**config.mk**
```make
export PLATFORM = sky130hd
export DESIGN_NAME = systolic_feeder
export DESIGN_NICKNAME = d
export VERILOG_FILES = /design/src/rtl/systolic_feeder.sv
export SDC_FILE = /design/constraint.sdc
export NUM_CORES = 1
export LEC_CHECK = 0
export BUFFER_PORTS_ARGS = -buffer_cell sky130_fd_sc_hd__buf_2
export CORE_AREA = 3 3 246 248
export DETAILED_ROUTE_END_ITERATION = 8
export DIE_AREA = 0 0 249 251
export GPL_ROUTABILITY_DRIVEN = 0
export PLACE_DENSITY_LB_ADDON = 0.2
export SETUP_SLACK_MARGIN = 0.4
export SYNTH_ARGS = -nofsm -noshare
export SYNTH_HDL_FRONTEND = slang
export SYNTH_SLANG_ARGS = --single-unit
```
**constraint.sdc**
```tcl
create_clock -name clk -period 1.9 [get_ports clk]
set_clock_uncertainty 0.15 [all_clocks]
set_input_delay 0.38 -clock clk [delete_from_list [all_inputs] [get_ports clk]]
set_output_delay 0.38 -clock clk [all_outputs]
set_load 0.005 [all_outputs]
```
**src/rtl/systolic_feeder.sv**
```systemverilog
// rtl/systolic_feeder.sv - skews activation column vectors into a systolic array, one row per PE row.
// Optional macro FEEDER_STALL_CNT_EN adds a saturating count of starved FEED cycles on stall_cnt.
module systolic_feeder #(
   parameter int PE_ROW           = 16,
   parameter int INPUT_DATA_WIDTH = 8,
   parameter int LEN_WIDTH        = 8
) (
   input  logic                               clk,
   input  logic                               rstn,
   input  logic                               start,
   input  logic [LEN_WIDTH-1:0]               len,
   input  logic                               in_valid,
   output logic                               in_ready,
   input  logic [INPUT_DATA_WIDTH*PE_ROW-1:0] in_data,
   output logic [INPUT_DATA_WIDTH*PE_ROW-1:0] out_a_bus,
   output logic [PE_ROW-1:0]                  enable,
   output logic                               save,
   output logic                               busy,
   output logic                               done
`ifdef FEEDER_STALL_CNT_EN
   ,
   output logic [15:0]                        stall_cnt
`endif
);

   localparam int W  = INPUT_DATA_WIDTH;
   localparam int DW = $clog2(PE_ROW + 1);

   typedef enum logic [1:0] {IDLE, FEED, DRAIN, SAVE} state_t;

   state_t               state, next_state;
   logic [LEN_WIDTH-1:0] beat_cnt;
   logic [DW-1:0]        drain_cnt;
   logic                 start_ok;
   logic                 accept;

   assign start_ok = (state == IDLE) && start && (len != '0);
   assign accept   = (state == FEED) && in_valid;

   always_ff @(posedge clk or negedge rstn) begin
      if (!rstn) state <= IDLE;
      else       state <= next_state;
   end

   always_comb begin
      next_state = state;
      in_ready   = 1'b0;
      busy       = 1'b1;
      save       = 1'b0;
      done       = 1'b0;
      case (state)
         IDLE: begin
            busy = 1'b0;
            if (start_ok) next_state = FEED;
         end
         FEED: begin
            in_ready = 1'b1;
            if (accept && beat_cnt == LEN_WIDTH'(1)) next_state = DRAIN;
         end
         DRAIN: begin
            if (drain_cnt == DW'(1)) next_state = SAVE;
         end
         SAVE: begin
            save       = 1'b1;
            done       = 1'b1;
            next_state = IDLE;
         end
         default: next_state = IDLE;
      endcase
   end

   always_ff @(posedge clk or negedge rstn) begin
      if (!rstn) begin
         beat_cnt  <= '0;
         drain_cnt <= '0;
      end else begin
         if (start_ok)    beat_cnt <= len;
         else if (accept) beat_cnt <= beat_cnt - LEN_WIDTH'(1);

         // Drain runs PE_ROW cycles so the deepest row flushes its final beat.
         if (accept && beat_cnt == LEN_WIDTH'(1)) drain_cnt <= DW'(PE_ROW);
         else if (state == DRAIN)                 drain_cnt <= drain_cnt - DW'(1);
      end
   end

`ifdef FEEDER_STALL_CNT_EN
   always_ff @(posedge clk or negedge rstn) begin
      if (!rstn)
         stall_cnt <= '0;
      else if (start_ok)
         stall_cnt <= '0;
      else if (state == FEED && !in_valid && stall_cnt != 16'hFFFF)
         stall_cnt <= stall_cnt + 16'd1;
   end
`endif

   // Row r delays by r+1 registers; invalid slots carry zero data so a low enable always sees 0.
   for (genvar r = 0; r < PE_ROW; r++) begin : g_row
      logic [W-1:0] d_q [0:r];
      logic         v_q [0:r];

      always_ff @(posedge clk or negedge rstn) begin
         if (!rstn) begin
            for (int s = 0; s <= r; s++) begin
               d_q[s] <= '0;
               v_q[s] <= 1'b0;
            end
         end else begin
            d_q[0] <= accept ? in_data[r*W +: W] : '0;
            v_q[0] <= accept;
            for (int s = 1; s <= r; s++) begin
               d_q[s] <= d_q[s-1];
               v_q[s] <= v_q[s-1];
            end
         end
      end

      assign out_a_bus[r*W +: W] = d_q[r];
      assign enable[r]           = v_q[r];
   end

endmodule

```
[After elaboration in Yosys (flattened, before gate mapping)]
Index checks and enable logic that the tools add are counted.
Word-level totals
  output and inout port bits: 148
  input port bits: 140
  register bits after elaboration: 1119
Cells by class
  reductions and logical operators: 9
  add/subtract/negate cells: 2
  mux-type cells: 27
  equal/unequal tests: 8
Operators by type and width (number)
  $mux W8: 18
  $mux W5: 2
  $eq A8 B1 Y1 const B: 1
  $pmux W2 S4: 1
  $reduce_bool A8 Y1: 1
  $sub A8 B1 Y8 const B: 1
  $mux W2: 3
  $eq A5 B1 Y1 const B: 1
  $sub A5 B1 Y5 const B: 1
  $eq A2 B2 Y1 const B: 2
  $logic_and A1 B1 Y1: 4
  $ne A2 B2 Y1 const B: 2
  $reduce_bool A2 Y1: 2
  $mux W1: 3
  $reduce_and A3 Y1: 1
  $eq A2 B1 Y1 const B: 1
  $logic_not A2 Y1: 1
  $ne A2 B1 Y1 const B: 1

[Depth between registers and ports, before layout]
Gate-level depths: netlist of run 1.
  depth in word-level cells: 5
  depth in mapped cells: 7
  gate-level depth less buffers: 7

[Worst setup path before layout of run 1]
OpenSTA, ideal clock, no wires.
  path kind: register to register
  start: register state[1]
  end: register state[1]
  cell stages (with the launch flop): 8
  buffers on the path: 1
  required time: 1625 ps
  period minus slack after synthesis: 1972 ps
  arrival time: 1697 ps
  path slack: -72 ps
  cell sequence: dfrtp_1 inv_1 ha_1 and4bb_1 and4b_1 buf_6 o221a_4 mux2_4
Between the ends
  longest elaborated chain between the ends: 5
Ends and longest elaborated chain
  from (decl): line 31  | state_t state, next_state;
  from (signal assigned): line 42  | else state <= next_state;
  $eq A2 B1 Y1 or $logic_not A2 Y1 (tied branches): line 38, 51, 37
  $logic_and A1 B1 Y1 (on tied branches): line 38, 37
  $logic_and A1 B1 Y1 (on tied branches): line 58, 37
  $ne A2 B1 Y1 (no source line) or $ne A2 B2 Y1 (tied branches)
  $reduce_and A3 Y1 (no source line)
Parallel ways exist; a longest one is shown, timed or not.
A chain may end at the register's enable or synchronous reset.

[Final worst setup path of run 1]
  start: register state[0]
  end: output port in_ready
Between the ends
  longest elaborated chain between the ends: 2
Ends and longest elaborated chain
  $eq A2 B1 Y1: line 51  | case (state)
  $mux W1: line 51
  to (decl): line 13  | output logic in_ready,
No other way between the ends.

==> impl_metrics.env, run 1 <==
export IMPL_grt_usage=0.160
export IMPL_grt_pass1_wl_um=78000
export IMPL_rows=89
export IMPL_total_power_mw=53.3
export IMPL_gr_total_overflow=0
export IMPL_synth_nets=1627
export IMPL_synthToLayoutAreaGrowth_pct=25.3
export IMPL_core_um2=58700
export IMPL_antenna_found_initial=9
export IMPL_ant_nets=0
export IMPL_cp_required_ns=1.37
export IMPL_cp_end_kind="output port"
export IMPL_fin_crit_sh=1.12
export IMPL_netlist_area_um2=30400
export IMPL_nFillCells=3783
export IMPL_die_w_um=249
export IMPL_ys_types=31
export IMPL_die_area_um2=62500
export IMPL_firstDrtPassIters=4
export IMPL_drv_cap=0
export IMPL_syn_area_per_cell_um2=20.5
export IMPL_routed_wl_um=47400
export IMPL_clockBufferDepth=3
export IMPL_cts_root_buf="clkbuf_16"
export IMPL_clock_sinks=1119
export IMPL_hold_viol=0
export IMPL_dpl_cell_area_um2=32500
export IMPL_maxSlewViolCount=0
export IMPL_num_nets_final=2088
export IMPL_critical_path_max_fanout=3
export IMPL_drive_above_1_share=0.282
export IMPL_die_h_um=251
export IMPL_p_leak_nw=20.6
export IMPL_setup_viol=9
export IMPL_cts_buffers=104
export IMPL_grt_max_degree=105
export IMPL_ioPinCount=288
export IMPL_hold_path_class="in -> async"
export IMPL_wl_per_cell_um=16.9
export IMPL_max_clock_freq_mhz=468
export IMPL_design_area_um2=38100
export IMPL_hpwlAfterDp_um=24700
export IMPL_cts_htree_levels=3
export IMPL_status="finished, violations left"
export IMPL_yosysWarnings=0
export IMPL_grt_pass1_vias=14500
export IMPL_rsz0062_at_grt="true"
export IMPL_cts_tree="yes"
export IMPL_fin_ws_ns=-0.235
export IMPL_drc=0
export IMPL_path_class="reg -> out"
export IMPL_num_vias=12600
export IMPL_clk_pin_slew_ns=0.06
export IMPL_final_common_cell="dfrtp_1"
export IMPL_insertion_delay_ns=0.63
export IMPL_worst_pin_slew_ns=0.501
export IMPL_yosysSeqAreaShare=0.922
export IMPL_start_kind="flop"
export IMPL_layout_cells_most_common_list="dfrtp_1, buf_2, dlygate4sd3_1"
export IMPL_setup_tns_ns=-0.914
export IMPL_viasPerCell=4.50
export IMPL_crit_start="state[0]"
export IMPL_violations="negative setup slack"
export IMPL_first_iter_violations=525
export IMPL_synth_seq_cells=1119
export IMPL_cp_arrival_ns=1.60
export IMPL_slew_headroom=0.663
export IMPL_pwr_density_cell_nw_per_um2=1400
export IMPL_r2r_start="state[1]"
export IMPL_port_buffers=287
export IMPL_synth_cells=1479
export IMPL_fin_crit_ns=2.13
export IMPL_initial_core_util=0.518
export IMPL_vdd_drop_max_v=0.000954
[path summary, 6_finish.rpt]
kind                       slack, ns  cells past startpoint                 to
max                            -0.23                      4           in_ready
min                             0.09                      2      out_a_bus[83]
max reg2reg                    -0.10                      8        beat_cnt[3]
min reg2reg                     0.19                      0  g_row[13].d_q[91]
max in group asynchronous       0.60                      4   g_row[5].d_q[36]
min in group clk                0.14                      6        beat_cnt[6]
[worst max-delay path: stages, from the launching register on]
cell     delay (ns)
dfrtp_2        0.45
ha_4           0.19
buf_8          0.12
buf_12         0.12
buf_6          0.10
[power by group]
part / leakage, nW / internal [mW] / total (mW) / switching [mW]
Sequential: 15.4 / 27.0 / 28.1 / 1.07
Combinational: 3.52 / 2.15 / 4.30 / 2.14
Clock: 1.78 / 12.5 / 20.9 / 8.48
Total: 20.6 / 41.6 / 53.3 / 11.7
[sequential cells by signal, indices dropped and copies added (netlist names)]
name       cells
enable         1
out_a_bus    120
beat_cnt       8
drain_cnt      5
state          2
g_row.v_q     15
g_row.d_q    968
[per-layer routing]
| layer | part of all wire | GRT usage |
|---|---|---|
| met1 | 0.39 | 0.200 |
| met2 | 0.51 | 0.267 |
| met3 | 0.064 | 0.0441 |
| met4 | 0.034 | 0.0699 |
| met5 | 0.00093 | 0 |
[through the flow]
| step | utilization | cells | setup WS [ns] | hold slack [ns] |
|---|---|---|---|---|
| floorplan | - | 1479 | 0.00201 | -0.0656 |
| global route | 0.648 | 2801 | -0.291 | 0.0746 |
| CTS | 0.646 | 2796 | -0.256 | 0.0422 |
| global placement | 0.555 | 2452 | -0.0720 | 0.159 |
| finish | 0.648 | 2802 | -0.235 | 0.0902 |
| detailed placement | 0.555 | 2452 | -0.149 | 0.155 |
[synth_stat cells (all sizes together)]
master | n | area share
mux2 | 1 | 0.00049
nor2 | 8 | 0.00099
and3 | 128 | 0.026
and4b | 1 | 0.00033
a21boi | 1 | 0.00025
buf | 124 | 0.031
and4bb | 1 | 0.00041
o32a | 1 | 0.00033
xor2 | 6 | 0.0017
inv | 10 | 0.0012
a211oi | 1 | 0.00025
nand2b | 1 | 0.00021
nor4bb | 1 | 0.00033
nor3 | 2 | 0.00033
o221a | 1 | 0.00066
nor4b | 1 | 0.00029
nor4 | 3 | 0.00062
nand4b | 1 | 0.00029
ha | 8 | 0.0033
o41ai | 1 | 0.00029
nand3 | 3 | 0.00049
a21oi | 2 | 0.00033
clkbuf | 29 | 0.0036
nand2 | 12 | 0.0015
xnor2 | 5 | 0.0014
dfrtp | 1119 | 0.92
o21ai | 8 | 0.0013
[cell families (layout without fill, tap and decap cells)]
logic type | count (synthesis) | in the layout | share of synthesized area
simple gates | 162 | 162 | 0.0321
xor+xnor | 11 | 11 | 0.00317
fa+ha+maj | 8 | 8 | 0.00330
flops | 1119 | 1119 | 0.922
buf+inv | 163 | 709 | 0.0355
compound gates | 15 | 15 | 0.00342
other cells | 0 | 4 | 0
mux | 1 | 1 | 0.000494
[layout make-up]
class / count / area (µm²) / area share
Inverter: 10 / 40.0 / 0.00105
Antenna cell: 4 / 10.0 / 0.000263
Clock buffer: 148 / 3090 / 0.0812
Timing Repair Buffer: 508 / 3980 / 0.105
Clock inverter: 43 / 522 / 0.0137
Multi-Input combinational cell: 197 / 1440 / 0.0378
Tap cell: 773 / 967 / 0.0254
Sequential cell: 1119 / 28000 / 0.736
[repair_timing]
item	in CTS	in global routing
cloned	5	0
setup buffers	11	2
gates resized for setup	37	21
endpoints found under the setup margin	267	292
endpoints found under the hold margin	556	0
pin swaps	4	7
hold buffers	137	0
(Power assumes the default switching activity.)
==> inputs of run 2 (changes only) <==
GPL_TIMING_DRIVEN = 0   (was not set)
==> run 2 against run 1 <==
  * The flow finishes with violations (negative hold slack, negative setup slack)
  * Critical endpoint is now state[1]
  * Non-clock buffer count rose by 129
  * Clock-buffer cell count fell by 6
  * Clock power barely moved
  * Largest cell class unchanged
  * Register-to-register slack got worse by 0.06 ns
  * Largest power group unchanged
==> impl_metrics.env, run 2 (synthesis gave the netlist of run 1 again) <==
export IMPL_max_clock_freq_mhz=487
export IMPL_worstPathCellList="inv_4 -> ha_4 -> and4bb_1 -> and4b_1 -> buf_6 -> o221a_4 -> mux2_4"
export IMPL_wl_per_cell_um=19.5
export IMPL_r2r_end="state[1]"
export IMPL_drv_cap=0
export IMPL_slew_headroom=0.424
export IMPL_rsz0062_at_grt="true"
export IMPL_status="finished, violations left"
export IMPL_hold_viol=289
export IMPL_p_sw_mw=12.8
export IMPL_nFillCells=3383
export IMPL_critical_path_max_fanout=4
export IMPL_fin_crit_ns=2.06
export IMPL_pwr_density_cell_nw_per_um2=1370
export IMPL_regMostFlops="g_row.d_q"
export IMPL_worstRegToRegCells=7
export IMPL_initial_core_util=0.518
export IMPL_grt_pass1_vias=15600
export IMPL_insertion_delay_ns=0.65
export IMPL_fin_hold_ws_ns=-0.515
export IMPL_violations="negative hold slack, negative setup slack"
export IMPL_start_kind="flop"
export IMPL_seqCellArea_um2=28000
export IMPL_fin_crit_sh=1.08
export IMPL_first_iter_violations=566
export IMPL_port_buffers=287
export IMPL_num_nets_final=2215
export IMPL_r2r_setup_slack_ns=-0.16
export IMPL_utilization=0.696
export IMPL_core_um2=58700
export IMPL_sw_frac_of_total=0.230
export IMPL_power_frac_clock=0.370
export IMPL_worst_pin_slew_ns=0.864
export IMPL_clock_sinks=1119
export IMPL_path_class="reg -> reg"
export IMPL_cp_required_ns=2.25
export IMPL_vdd_drop_max_v=0.00105
export IMPL_viasPerCell=4.62
export IMPL_maxSlewViolCount=0
export IMPL_cts_buffers=102
export IMPL_hold_path_class="in -> async"
export IMPL_p_int_mw=43.0
export IMPL_cp_arrival_ns=2.40
export IMPL_grt_pass1_wl_um=84700
export IMPL_design_area_um2=40800
export IMPL_grt_usage=0.177
export IMPL_antenna_found_initial=14
export IMPL_die_w_um=249
export IMPL_die_area_um2=62500
export IMPL_cp_slowest_cell="dfrtp_2"
export IMPL_multi_input_area_um2=2050
export IMPL_p_leak_nw=21.3
export IMPL_drc=0
export IMPL_ioPinCount=288
export IMPL_cts_htree_levels=3
export IMPL_cpPeakStageDelay_ns=0.45
export IMPL_clockBufferDepth=3
export IMPL_hpwlAfterDp_um=23700
export IMPL_cp_end_kind="flop"
export IMPL_fin_ws_ns=-0.155
export IMPL_setup_viol=8
export IMPL_drive_above_1_share=0.373
export IMPL_grt_max_degree=188
export IMPL_dpl_cell_area_um2=33000
export IMPL_gr_total_overflow=0
export IMPL_rows=89
export IMPL_setup_tns_ns=-0.626
export IMPL_firstDrtPassIters=4
export IMPL_seqPwrFrac=0.508
export IMPL_synthToLayoutAreaGrowth_pct=34.4
export IMPL_die_h_um=251
export IMPL_cts_root_buf="clkbuf_16"
export IMPL_num_vias=13500
export IMPL_layout_cells_most_common_list="dfrtp_1, buf_6, buf_2"
export IMPL_cts_tree="yes"
export IMPL_largest_register_ffs=968
export IMPL_ant_nets=0
export IMPL_routed_wl_um=57100
export IMPL_combPwrFrac=0.122
export IMPL_clk_pin_slew_ns=0.06
export IMPL_final_common_cell="dfrtp_1"
export IMPL_r2r_start="state[1]"
-- run 2: worst max path at each step --
| stage | slack [ns] | to | start |
|---|---|---|---|
| after floorplan | 0.002 | state[1] | state[1] |
| after global placement | -21.73 | g_row[14].d_q[119] | rstn |
| after detailed placement | -0.66 | beat_cnt[1] | rstn |
| after CTS | -0.16 | save | state[0] |
| after global routing | -0.18 | state[1] | state[1] |
| final | -0.16 | state[1] | state[1] |
-- run 2: critical path, delay by kind of cell (launching register included) --
| family | cells | cell delay, ns |
|---|---|---|
| AOI/OAI and AO/OA | 1 | 0.21 |
| DFF | 1 | 0.45 |
| adders and majority gates | 1 | 0.17 |
| and+or+nand+nor | 2 | 0.43 |
| buffers and inverters | 2 | 0.22 |
| muxes | 1 | 0.31 |
-- run 2: layer usage --
layer  vias up  part of all wire  global-route usage
met3       116             0.058              0.0508
li1       5776                 -                   -
met1      7237              0.37               0.203
met2       401              0.54               0.313
met5         -           0.00072                   0
met4         6             0.031              0.0755
-- run 2: per-stage QoR --
| step | setup WS [ns] | power (mW) | cells |
|---|---|---|---|
| floorplan | 0.00201 | 29.8 | 1479 |
| global placement | -21.73 | 31.4 | 2539 |
| detailed placement | -0.659 | 31.8 | 2545 |
| CTS | -0.156 | 54.8 | 2901 |
| global route | -0.182 | 58.2 | 2931 |
| finish | -0.155 | 55.8 | 2933 |
-- run 2: area by class of cell --
class / instances / area share
Clock inverter: 46 / 0.0124
Sequential cell: 1119 / 0.686
Inverter: 10 / 0.00116
Multi-Input combinational cell: 197 / 0.0503
Clock buffer: 142 / 0.0729
Tap cell: 773 / 0.0237
Antenna cell: 9 / 0.000552
Timing Repair Buffer: 484 / 0.111
Buffer: 153 / 0.0417
-- run 2: what timing repair did --
action	CTS	global route
endpoints found under the setup margin	764	592
pin swaps	21	83
hold buffers	138	1
endpoints found under the hold margin	269	204
resized for setup	353	195
buffers inserted	13	16
gates cloned	17	6
-- run 2: power by group through the flow --
| stage | logic, mW | registers (mW) | clock network [mW] |
|---|---|---|---|
| CTS | 5.42 | 28.3 | 21.1 |
| global placement | 3.08 | 28.4 | 0 |
| finish | 6.81 | 28.3 | 20.6 |
| floorplan | 1.65 | 28.1 | 0 |
| detailed placement | 3.27 | 28.5 | 0 |
| global route | 7.22 | 28.7 | 22.3 |
